==> src/rtl/uart_pkg.sv <==
// Shared UART constants and the receiver state encoding.
// CLK_FREQ and BAUD_RATE are shared with the baud tick generator.
package uart_pkg;

  localparam int unsigned DATA_BITS_DEFAULT    = 8;
  localparam int unsigned OVERSAMPLING_DEFAULT = 16;
  localparam int unsigned CLK_FREQ             = 100_000_000;
  localparam int unsigned BAUD_RATE            = 115_200;

  typedef enum logic [1:0] {
    StIdle,
    StStart,
    StData,
    StStop
  } rx_state_e;

endpackage

==> src/rtl/sync_2ff.sv <==
// Two-flop synchronizer for a single asynchronous bit.
// The reset value is a parameter so an idle-high line does not look like a start bit.
module sync_2ff #(
  parameter logic ResetVal = 1'b1
) (
  input  logic clk_i,
  input  logic rst_ni,
  input  logic d_i,
  output logic q_o
);

  logic [1:0] sync_q, sync_d;

  always_comb begin
    sync_d = {sync_q[0], d_i};
  end

  always_ff @(posedge clk_i) begin
    if (!rst_ni) begin
      sync_q <= {2{ResetVal}};
    end else begin
      sync_q <= sync_d;
    end
  end

  assign q_o = sync_q[1];

endmodule

==> src/rtl/uart_rx.sv <==
// Oversampling UART receiver: LSB-first data, one stop bit, no parity.
// Samples mid-bit by counting baud ticks; o_valid/o_frame_err are one-cycle pulses.
module uart_rx
  import uart_pkg::*;
#(
  parameter int unsigned DATA_BITS    = DATA_BITS_DEFAULT,
  parameter int unsigned OVERSAMPLING = OVERSAMPLING_DEFAULT
) (
  input  logic                 i_clk,
  input  logic                 i_aresetn,
  input  logic                 i_baud_tick,
  input  logic                 i_rx,
  output logic [DATA_BITS-1:0] o_data,
  output logic                 o_valid,
  output logic                 o_frame_err,
  output logic                 o_busy
);

  localparam int unsigned CntW = $clog2(OVERSAMPLING);
  localparam int unsigned IdxW = $clog2(DATA_BITS);

  localparam logic [CntW-1:0] HalfLast = CntW'(OVERSAMPLING / 2 - 1);
  localparam logic [CntW-1:0] BitLast  = CntW'(OVERSAMPLING - 1);
  localparam logic [IdxW-1:0] IdxLast  = IdxW'(DATA_BITS - 1);

  rx_state_e            state_q, state_d;
  logic [CntW-1:0]      cnt_q, cnt_d;
  logic [IdxW-1:0]      idx_q, idx_d;
  logic [DATA_BITS-1:0] shift_q, shift_d;
  logic [DATA_BITS-1:0] data_q, data_d;
  logic                 valid_q, valid_d;
  logic                 ferr_q, ferr_d;
  logic                 rx_s;

  sync_2ff #(
    .ResetVal (1'b1)
  ) u_sync_rx (
    .clk_i  (i_clk),
    .rst_ni (i_aresetn),
    .d_i    (i_rx),
    .q_o    (rx_s)
  );

  always_comb begin
    state_d = state_q;
    cnt_d   = cnt_q;
    idx_d   = idx_q;
    shift_d = shift_q;
    data_d  = data_q;
    valid_d = 1'b0;
    ferr_d  = 1'b0;

    unique case (state_q)
      StIdle: begin
        if (!rx_s) begin
          state_d = StStart;
          cnt_d   = '0;
        end
      end
      StStart: begin
        if (i_baud_tick) begin
          if (cnt_q == HalfLast) begin
            // Line back high by mid start bit: treat as a glitch.
            state_d = rx_s ? StIdle : StData;
            cnt_d   = '0;
            idx_d   = '0;
          end else begin
            cnt_d = cnt_q + CntW'(1);
          end
        end
      end
      StData: begin
        if (i_baud_tick) begin
          if (cnt_q == BitLast) begin
            cnt_d   = '0;
            shift_d = {rx_s, shift_q[DATA_BITS-1:1]};
            if (idx_q == IdxLast) begin
              state_d = StStop;
            end else begin
              idx_d = idx_q + IdxW'(1);
            end
          end else begin
            cnt_d = cnt_q + CntW'(1);
          end
        end
      end
      StStop: begin
        if (i_baud_tick) begin
          if (cnt_q == BitLast) begin
            cnt_d   = '0;
            state_d = StIdle;
            if (rx_s) begin
              data_d  = shift_q;
              valid_d = 1'b1;
            end else begin
              ferr_d = 1'b1;
            end
          end else begin
            cnt_d = cnt_q + CntW'(1);
          end
        end
      end
      default: state_d = StIdle;
    endcase
  end

  always_ff @(posedge i_clk) begin
    if (!i_aresetn) begin
      state_q <= StIdle;
      cnt_q   <= '0;
      idx_q   <= '0;
      shift_q <= '0;
      data_q  <= '0;
      valid_q <= 1'b0;
      ferr_q  <= 1'b0;
    end else begin
      state_q <= state_d;
      cnt_q   <= cnt_d;
      idx_q   <= idx_d;
      shift_q <= shift_d;
      data_q  <= data_d;
      valid_q <= valid_d;
      ferr_q  <= ferr_d;
    end
  end

  assign o_data      = data_q;
  assign o_valid     = valid_q;
  assign o_frame_err = ferr_q;
  assign o_busy      = (state_q != StIdle);

endmodule

==> config.mk <==
export PLATFORM = sky130hd
export DESIGN_NAME = uart_rx
export DESIGN_NICKNAME = d
export VERILOG_FILES = /design/src/rtl/uart_pkg.sv /design/src/rtl/sync_2ff.sv /design/src/rtl/uart_rx.sv
export SDC_FILE = /design/constraint.sdc
export NUM_CORES = 1
export LEC_CHECK = 0
export CORE_MARGIN = 4
export CORE_UTILIZATION = 54
export CTS_BUF_LIST = sky130_fd_sc_hd__clkbuf_4 sky130_fd_sc_hd__clkbuf_8
export CTS_CLUSTER_DIAMETER = 50
export CTS_CLUSTER_SIZE = 20
export DETAILED_ROUTE_END_ITERATION = 8
export PLACE_DENSITY = 0.79
export SYNTH_ARGS = -nofsm -noshare
export SYNTH_HDL_FRONTEND = slang
export SYNTH_SLANG_ARGS = --single-unit
==> constraint.sdc <==
create_clock -name i_clk -period 1.9 [get_ports i_clk]
set_input_delay 0.38 -clock i_clk [delete_from_list [all_inputs] [get_ports i_clk]]
set_output_delay 0.38 -clock i_clk [all_outputs]
set_load 0.1 [all_outputs]
==> metrics.csv, run 1 <==
metric;value;unit
seq_area;583;um^2
drtIter0Drc;28;
slew_headroom;76.7;%
die_w;55.7;um
synth_top_area_share;47.3;%
grt_pass1_vias;885;
grt_pass1_wl;4000;um
timing.final.crit_period;1.69;ns
critPathMaxFanout;12;
drc;0;
synth_edf_count;0;
cts_root_buffer;clkbuf_4;
wl_per_cell;12.5;um
synth.area.top_cells;dfxtp_1 47%, mux2i_1 14%, nor2_1 7.3%;
vias;944;
synth_most_common_cell;dfxtp_1;
netlist_instances;125;
crit_path_start_kind;register;
initial_core_util;59.5;%
cts.htree.levels;2;
die_h;55.7;um
worstMarginPinSlew;0.350;ns
status;finished clean;
viasPerCell;5.36;
grt.overflow.total;0;
clkTransAtPathRegs;0.10;ns
dp_hpwl;1600;um
routed_wl;2200;um
core;2060;um^2
die_area;3100;um^2
track_usage;16.9;%
yosysSeqAreaShare;47.3;%
cts_tree;yes;
synth-main-ff-cell;dfxtp_1;
total_power;0.00106;W
hold_violations;0;
cts_buffers;5;
final_antenna_net_count;0;
antenna_cells;0;
setup_viol_count_final;0;
skew;0.0120;ns
final_max_slew_viol_count;0;
drive_gt1_share;21.5;%
place_inst;168;
synthTopCellsByCount;29 x dfxtp_1, 24 x nor2_1, 17 x mux2i_1;
cp.required;1.52;ns
tns;0;ns
cap_violations;0;
antenna_found_initial;0;
io_buffers;14;
cp.arrival;1.31;ns
ir_worst_vdd;0.577;mV
synthArstFlopShare;0;%
clock_sinks;29;
ys_seq_elements;29;
area_growth;19.8;%
timing.final.crit_share;88.9;%
multiInputGateArea;601;um^2
power.density;724;nW/um^2
ys_warn_count;0;
crit_type;register to output pin;
hold_path_class;register to register;
io_pins;15;
fillCellCount;156;
rows;16;
syn_area_per_cell;9.81;um^2
ys_types;32;
gp_congestion;0.853;
max-clock-path-buffers;2;
rsz0062_at_grt;no;
yosys.area.top_type;dfxtp_1;
place_ws;0.0209;ns
post-cts-setup-buffers;0;
insertion_delay;0.33;ns
first_pass_iters;4;
max_freq;592;MHz
p_leak;0.590;nW
grt_max_degree;14;
layout.cells.non_filler;176;
syn_nets;132;
nets;155;
syn_area;1230;um^2
setup_ws;0.212;ns
setup.worst_path.end_class;output pin;
cell usage in the layout, fill, tap and decap left out, types with 2 or more instances in the layout:
master and instances:
dfxtp_1 27, nor2_1 24, buf_4 18, mux2i_1 17, a21oi_1 5, nand3_1 5, clkbuf_4 5, nand2_1 4
inv_1 3, nand2b_1 3, o21ai_0 3, nor4_1 3, ha_1 3, clkdlybuf4s50_1 3, nor3_4 2, xnor2_1 2
a22oi_1 2, dfxtp_2 2, clkinv_2 2
final timing paths:
check,to,from,cells after the start,slack (ns)
max,o_busy,register,3,0.21
min,u_sync_rx.sync_q[1],u_sync_rx.sync_q[0],1,0.42
max reg2reg,o_data[3],cnt_q[0],6,0.28
min reg2reg,u_sync_rx.sync_q[1],u_sync_rx.sync_q[0],1,0.42
through the flow:
stage / hold WS [ns] / utilization (%) / area (um^2)
floorplan: 0.386 / - / 1230
global placement: 0.397 / 68.4 / 1410
detailed placement: 0.409 / 68.4 / 1410
CTS: 0.429 / 71.1 / 1470
global route: 0.450 / 71.2 / 1470
finish: 0.422 / 71.2 / 1470
flip-flops by register name (all words and copies together) (netlist names), named ones only:
name	flops
o_data	8
shift_q	8
cnt_q	4
idx_q	3
u_sync_rx.sync_q	2
o_frame_err	1
o_valid	1
state_q	1
where the power goes:
| part | total [W] | switching, W | internal, W |
|---|---|---|---|
| clock network | 0.000357 | 0.000218 | 0.000139 |
| logic | 0.0000804 | 0.0000497 | 0.0000307 |
| registers | 0.000627 | 0.0000120 | 0.000615 |
critical path, stage by stage (launching register included):
cell and delay (ns):
dfxtp_2 0.48, nor2_1 0.10, inv_1 0.19, buf_12 0.21
metal layers:
layer	GRT usage [%]	part of all wire (%)
met1	19.9	46
met3	8.58	6.1
met4	8.33	0.64
met2	25.2	47
met5	0	0
layout make-up:
| cell class | instances | area share [%] |
|---|---|---|
| Clock buffer | 5 | 2.56 |
| Tap cell | 27 | 2.30 |
| Timing Repair Buffer | 22 | 12.6 |
| Sequential cell | 29 | 39.7 |
| Inverter | 3 | 0.767 |
| Multi-Input combinational cell | 87 | 40.9 |
| Clock inverter | 3 | 1.19 |
kinds of logic (layout without fill, tap and decap cells):
kind of cell    count (synthesis)  after routing  synth area share, %
mux                            17             17                 13.9
compound gates                 16             16                 8.47
flops                          29             29                 47.3
buf+inv                         9             33                 3.67
fa+ha+maj                       3              3                 3.06
xor+xnor                        3              3                 2.14
simple gates                   48             48                 21.4
what timing repair did:
| item | CTS | global route |
|---|---|---|
| endpoints found under the hold margin | 0 | 0 |
| resized for setup | 0 | 2 |
| endpoints found under the setup margin | 0 | 1 |
| hold buffers | 0 | 0 |
No activity file was read; power rests on OpenSTA's default activity.
==> inputs of run 2 (changes only) <==
--- a/config.mk
+++ b/config.mk
@@ -5,10 +5,10 @@
 export SDC_FILE = /design/constraint.sdc
 export NUM_CORES = 1
 export LEC_CHECK = 0
-export CORE_MARGIN = 4
+export CORE_MARGIN = 10
 export CORE_UTILIZATION = 54
 export CTS_BUF_LIST = sky130_fd_sc_hd__clkbuf_4 sky130_fd_sc_hd__clkbuf_8
-export CTS_CLUSTER_DIAMETER = 50
+export CTS_CLUSTER_DIAMETER = 80
 export CTS_CLUSTER_SIZE = 20
 export DETAILED_ROUTE_END_ITERATION = 8
 export PLACE_DENSITY = 0.79
==> metrics.csv, run 2 (synthesis gave the netlist of run 1 again) <==
metric;value;unit;change
crit_type;register to output pin;;unchanged
io_buffers;14;;unchanged
grt_pass1_vias;958;;was 885
viasPerCell;5.39;;was 5.36
layout.cells.non_filler;178;;was 176
core;2190;um^2;was 2060 um^2
cp.arrival;1.29;ns;was 1.31 ns
setup_viol_count_final;0;;unchanged
p_leak;0.612;nW;was 0.590 nW
grt.overflow.total;0;;unchanged
grt_pass1_wl;4010;um;was 4000 um
worstMarginPinSlew;0.330;ns;was 0.350 ns
ctsHoldBuffers;0;;unchanged
final_max_slew_viol_count;0;;unchanged
max_freq;600;MHz;was 592 MHz
insertion_delay;0.32;ns;was 0.33 ns
routed_wl;2240;um;was 2200 um
critPathMaxFanout;13;;was 12
clock_sinks;29;;unchanged
area_growth;23.3;%;was 19.8%
rsz0062_at_grt;no;;unchanged
place_inst;170;;was 168
cts_root_buffer;clkbuf_4;;unchanged
setup.worst_path.end_class;output pin;;unchanged
hold_violations;0;;unchanged
drtIter0Drc;39;;was 28
die_h;67.7;um;was 55.7 um
crit_path_start_kind;register;;unchanged
io_pins;15;;unchanged
gp_congestion;0.814;;was 0.853
track_usage;11.5;%;was 16.9%
antenna_cells;0;;unchanged
cts_resized;0;;unchanged
initial_core_util;56.0;%;was 59.5%
ir_worst_vdd;0.657;mV;was 0.577 mV
die_area;4580;um^2;was 3100 um^2
max-clock-path-buffers;2;;unchanged
finalInstanceArea;1510;um^2;was 1470 um^2
dp_hpwl;1670;um;was 1600 um
antenna_found_initial;0;;unchanged
die_w;67.7;um;was 55.7 um
clkTransAtPathRegs;0.09;ns;was 0.10 ns
total_power;0.00124;W;was 0.00106 W
post-cts-setup-buffers;0;;unchanged
cts.htree.levels;2;;unchanged
timing.final.crit_period;1.67;ns;was 1.69 ns
cp.required;1.52;ns;about the same
vias;959;;was 944
nets;156;;was 155
status;finished clean;;unchanged
final_antenna_net_count;0;;unchanged
hold_path_class;register to register;;unchanged
timing.final.crit_share;87.8;%;was 88.9%
most-common-layout-cells;27 x dfxtp_1, 24 x nor2_1, 19 x buf_4;;was 27 x dfxtp_1, 24 x nor2_1, 18 x buf_4
layout_commonest_cell;dfxtp_1;;unchanged
tns;0;ns;unchanged
rows;17;;was 16
cap_violations;0;;unchanged
cts_buffers;5;;unchanged
slew_headroom;77.9;%;was 76.7%
grt_max_degree;14;;unchanged
power.density;821;nW/um^2;was 724 nW/um^2
dpl_cell_area;1420;um^2;was 1410 um^2
skew;0.00988;ns;was 0.0120 ns
cts_tree;yes;;unchanged
first_pass_iters;4;;unchanged
drc;0;;unchanged
drive_gt1_share;22.0;%;was 21.5%
wl_per_cell;12.6;um;was 12.5 um
final_util;69.0;%;was 71.2%
run 2: where the power goes:
group          switching [W]  total (W)  internal, W  leakage [nW]
logic              0.0000502  0.0000834    0.0000331         0.328
clock network       0.000203   0.000532     0.000328        0.0489
registers          0.0000119   0.000627     0.000615         0.235
run 2: cell type report:
class / instances / area, um^2
fill: 172 / 679
tap: 28 / 35.0
inverter: 3 / 11.3
clock inverter: 1 / 30.0
multi-input combinational: 87 / 601
clock buffer: 7 / 58.8
sequential: 29 / 583
timing repair buffer: 23 / 193
run 2: through the flow:
step / setup WS, ns / hold slack [ns]
finish: 0.233 / 0.411
global route: 0.139 / 0.422
CTS: 0.0696 / 0.416
detailed placement: 0.0153 / 0.396
global placement: 0.0483 / 0.396
floorplan: 0.238 / 0.386
run 2: critical path, cell delays in order, from the launching register on:
cell     delay [ns]
dfxtp_2        0.48
nor2_1         0.08
inv_1          0.19
buf_12         0.21
run 2: final timing paths:
kind                       start                  end  slack, ns  depth (start not counted)
min          u_sync_rx.sync_q[0]  u_sync_rx.sync_q[1]       0.41                          1
max                   state_q[0]               o_busy       0.23                          3
max reg2reg             cnt_q[0]            o_data[7]       0.25                          6
min reg2reg  u_sync_rx.sync_q[0]  u_sync_rx.sync_q[1]       0.41                          1
run 2: routing by layer:
metal	GRT usage [%]	up-vias	routed length [um]
li1	-	493	-
met1	12.9	439	1000
met2	17.3	21	1040
met3	6.45	6	148
met4	5.38	0	44
met5	0	-	0
==> inputs of run 3 (changes only) <==
--- a/config.mk
+++ b/config.mk
@@ -5,6 +5,7 @@
 export SDC_FILE = /design/constraint.sdc
 export NUM_CORES = 1
 export LEC_CHECK = 0
+export ABC_AREA = 1
 export CORE_MARGIN = 10
 export CORE_UTILIZATION = 54
 export CTS_BUF_LIST = sky130_fd_sc_hd__clkbuf_4 sky130_fd_sc_hd__clkbuf_8
==> constraint.sdc (replaced) <==
create_clock -name i_clk -period 1.86 [get_ports i_clk]
set_input_delay 0.372 -clock i_clk [delete_from_list [all_inputs] [get_ports i_clk]]
set_output_delay 0.372 -clock i_clk [all_outputs]
set_load 0.1 [all_outputs]
==> metrics.csv, run 3 <==
metric;value;unit;change
status;finished clean;;unchanged
timing.final.crit_share;90.8;%;
cts.htree.levels;2;;unchanged
crit_path_start_kind;register;;unchanged
ys_warn_count;0;;unchanged
synth_xor_xnor_area_share;0;%;was 2.14%
dpl_cell_area;1490;um^2;was 1420 um^2
synth_top_family_by_area;simple AND/OR/NAND/NOR gates;;unchanged
final_antenna_net_count;0;;unchanged
cts_buffers;5;;unchanged
rows;17;;unchanged
ys_seq_elements;29;;unchanged
synth-main-ff-cell;dfxtp_1;;unchanged
synth_most_common_cell;nor2_1;;was dfxtp_1
routed_wl;2510;um;was 2240 um
antenna_found_initial;0;;unchanged
rrSetupSlack;0.35;ns;was 0.25 ns
crit_cells;3;;unchanged
timing.final.crit_period;1.69;ns;
grt.overflow.total;0;;unchanged
die_w;67.9;um;was 67.7 um
r2r-end;cnt_q[3];;was o_data[7]
worstMarginPinSlew;0.443;ns;was 0.330 ns
die_area;4620;um^2;was 4580 um^2
layout_commonest_cell;nor2_1;;was dfxtp_1
hold_violations;0;;unchanged
syn_area_per_cell;7.81;um^2;was 9.81 um^2
clkTransAtPathRegs;0.09;ns;about the same
syn_nets;166;;was 132
ir_worst_vdd;0.700;mV;was 0.657 mV
first_pass_iters;4;;unchanged
rr_worst_depth;5;;was 6
die_h;67.9;um;was 67.7 um
grt_max_degree;13;;was 14
cts_tree;yes;;unchanged
synth-compound-area-share;11.6;%;was 8.47%
synthTopCellsByCount;40 x nor2_1, 29 x dfxtp_1, 20 x nand2_1;;was 29 x dfxtp_1, 24 x nor2_1, 17 x mux2i_1
cts_resized;0;;unchanged
io_buffers;14;;unchanged
yosys.area.top_type;dfxtp_1;;unchanged
synth_top_area_share;46.8;%;was 47.3%
setup_viol_count_final;0;;unchanged
ys_types;25;;was 32
antenna_cells;0;;unchanged
ctsHoldBuffers;0;;unchanged
synth_simple_gate_area_share;32.4;%;was 21.4%
final_max_slew_viol_count;0;;unchanged
cpLargestDelayFamily;flip-flops;;unchanged
nets;185;;was 156
crit_end;o_busy;;unchanged
most-common-layout-cells;40 x nor2_1, 29 x dfxtp_1, 20 x nand2_1;;was 27 x dfxtp_1, 24 x nor2_1, 19 x buf_4
viasPerCell;5.21;;was 5.39
dp_hpwl;1880;um;was 1670 um
gp_congestion;0.857;;was 0.814
synth_edf_count;0;;unchanged
slew_headroom;70.4;%;was 77.9%
wl_per_cell;12.1;um;was 12.6 um
area_growth;26.9;%;was 23.3%
drive_gt1_share;20.1;%;was 22.0%
p_leak;0.626;nW;was 0.612 nW
tns;0;ns;unchanged
grt_pass1_vias;1034;;was 958
cts_root_buffer;clkbuf_4;;unchanged
setup.worst_path.end_class;output pin;;unchanged
syn_area;1240;um^2;was 1230 um^2
crit_type;register to output pin;;unchanged
cp_slowest_cell;dfxtp_1;;was dfxtp_2
synth.area.top_cells;dfxtp_1 47%, nor2_1 12%, o21ai_0 7.3%;;was dfxtp_1 47%, mux2i_1 14%, nor2_1 7.3%
finalInstanceArea;1580;um^2;was 1510 um^2
core;2190;um^2;unchanged
insertion_delay;0.32;ns;about the same
netlist_instances;159;;was 125
synth.mux.area_fraction;0;%;was 13.9%
critPathMaxStageDelay;0.59;ns;was 0.48 ns
drc;0;;unchanged
synthArstFlopShare;0;%;unchanged
skew;0.00471;ns;was 0.00988 ns
max-clock-path-buffers;2;;unchanged
yosysSeqAreaShare;46.8;%;was 47.3%
path_buf_inv;2;;unchanged
clock_sinks;29;;unchanged
cp.required;1.49;ns;was 1.52 ns
vias;1078;;was 959
crit_path_cell_trace;nor2_4, inv_1, buf_12;;was nor2_1, inv_1, buf_12
cap_violations;0;;unchanged
drtIter0Drc;35;;was 39
synth_fa_ha_area_share;3.02;%;was 3.06%
rsz0062_at_grt;no;;unchanged
cp.arrival;1.32;ns;was 1.29 ns
io_pins;15;;unchanged
hold_path_class;register to register;;unchanged
post-cts-setup-buffers;0;;unchanged
critPathMaxFanout;9;;was 13
grt_pass1_wl;4440;um;was 4010 um
initial_core_util;56.7;%;was 56.0%
track_usage;12.6;%;was 11.5%
power.density;891;nW/um^2;was 821 nW/um^2
max_freq;592;MHz;
run 3: how the worst min path moves through the flow:
stage	slack (ns)	end	cells past startpoint	from
2_1_floorplan	0.39	u_sync_rx.sync_q[1]	1	u_sync_rx.sync_q[0]
3_3_place_gp	0.40	u_sync_rx.sync_q[1]	1	u_sync_rx.sync_q[0]
3_5_place_dp	0.40	u_sync_rx.sync_q[1]	1	u_sync_rx.sync_q[0]
4_1_cts	0.43	u_sync_rx.sync_q[1]	1	u_sync_rx.sync_q[0]
5_1_grt	0.44	u_sync_rx.sync_q[1]	1	u_sync_rx.sync_q[0]
6_report	0.43	u_sync_rx.sync_q[1]	1	u_sync_rx.sync_q[0]
run 3: where the power goes:
group / internal (W) / leakage (nW) / switching, W
Clock: 0.000335 / 0.0489 / 0.000210
Combinational: 0.0000684 / 0.343 / 0.000131
Sequential: 0.000633 / 0.234 / 0.0000254
Total: 0.00104 / 0.626 / 0.000367
run 3: kinds of logic (layout without fill, tap and decap cells):
logic type      after synthesis  count (layout)
compound gates               28              28
buf+inv                      16              36
simple gates                 83              83
flops                        29              29
fa+ha+maj                     3               3
run 3: final cells by class:
| type | count | area (um^2) |
|---|---|---|
| Fill cell | 178 | 616 |
| Multi-Input combinational cell | 114 | 583 |
| Sequential cell | 29 | 581 |
| Timing Repair Buffer | 16 | 240 |
| Clock buffer | 7 | 58.8 |
| Inverter | 12 | 47.5 |
| Tap cell | 28 | 35.0 |
| Clock inverter | 1 | 30.0 |
run 3: worst register-to-register path, cell delays in order, from the launching register on:
cell	delay, ns
dfxtp_1	0.59
inv_2	0.10
nand3_1	0.14
nand3_2	0.16
o21ai_0	0.30
nor3_1	0.11
run 3: routing by layer:
metal	routed length (um)	global-route usage [%]	share of wire, %	up-vias
li1	-	-	-	555
met1	1070	13.5	43	492
met2	1250	20.9	50	24
met3	120	4.08	4.8	7
met4	65	8.29	2.6	0
met5	0	0	0	-
run 3: stage by stage:
stage | hold WS [ns] | setup WS [ns] | cells | utilization [%] | total power, W
after global routing | 0.445 | 0.0744 | 207 | 71.9 | 0.00147
after global placement | 0.399 | 0.199 | 199 | 67.8 | 0.000861
after floorplan | 0.393 | 0.406 | 159 | - | 0.000821
final | 0.428 | 0.172 | 207 | 71.9 | 0.00140
after CTS | 0.428 | 0.160 | 207 | 71.9 | 0.00141
after detailed placement | 0.402 | 0.133 | 199 | 67.8 | 0.000867
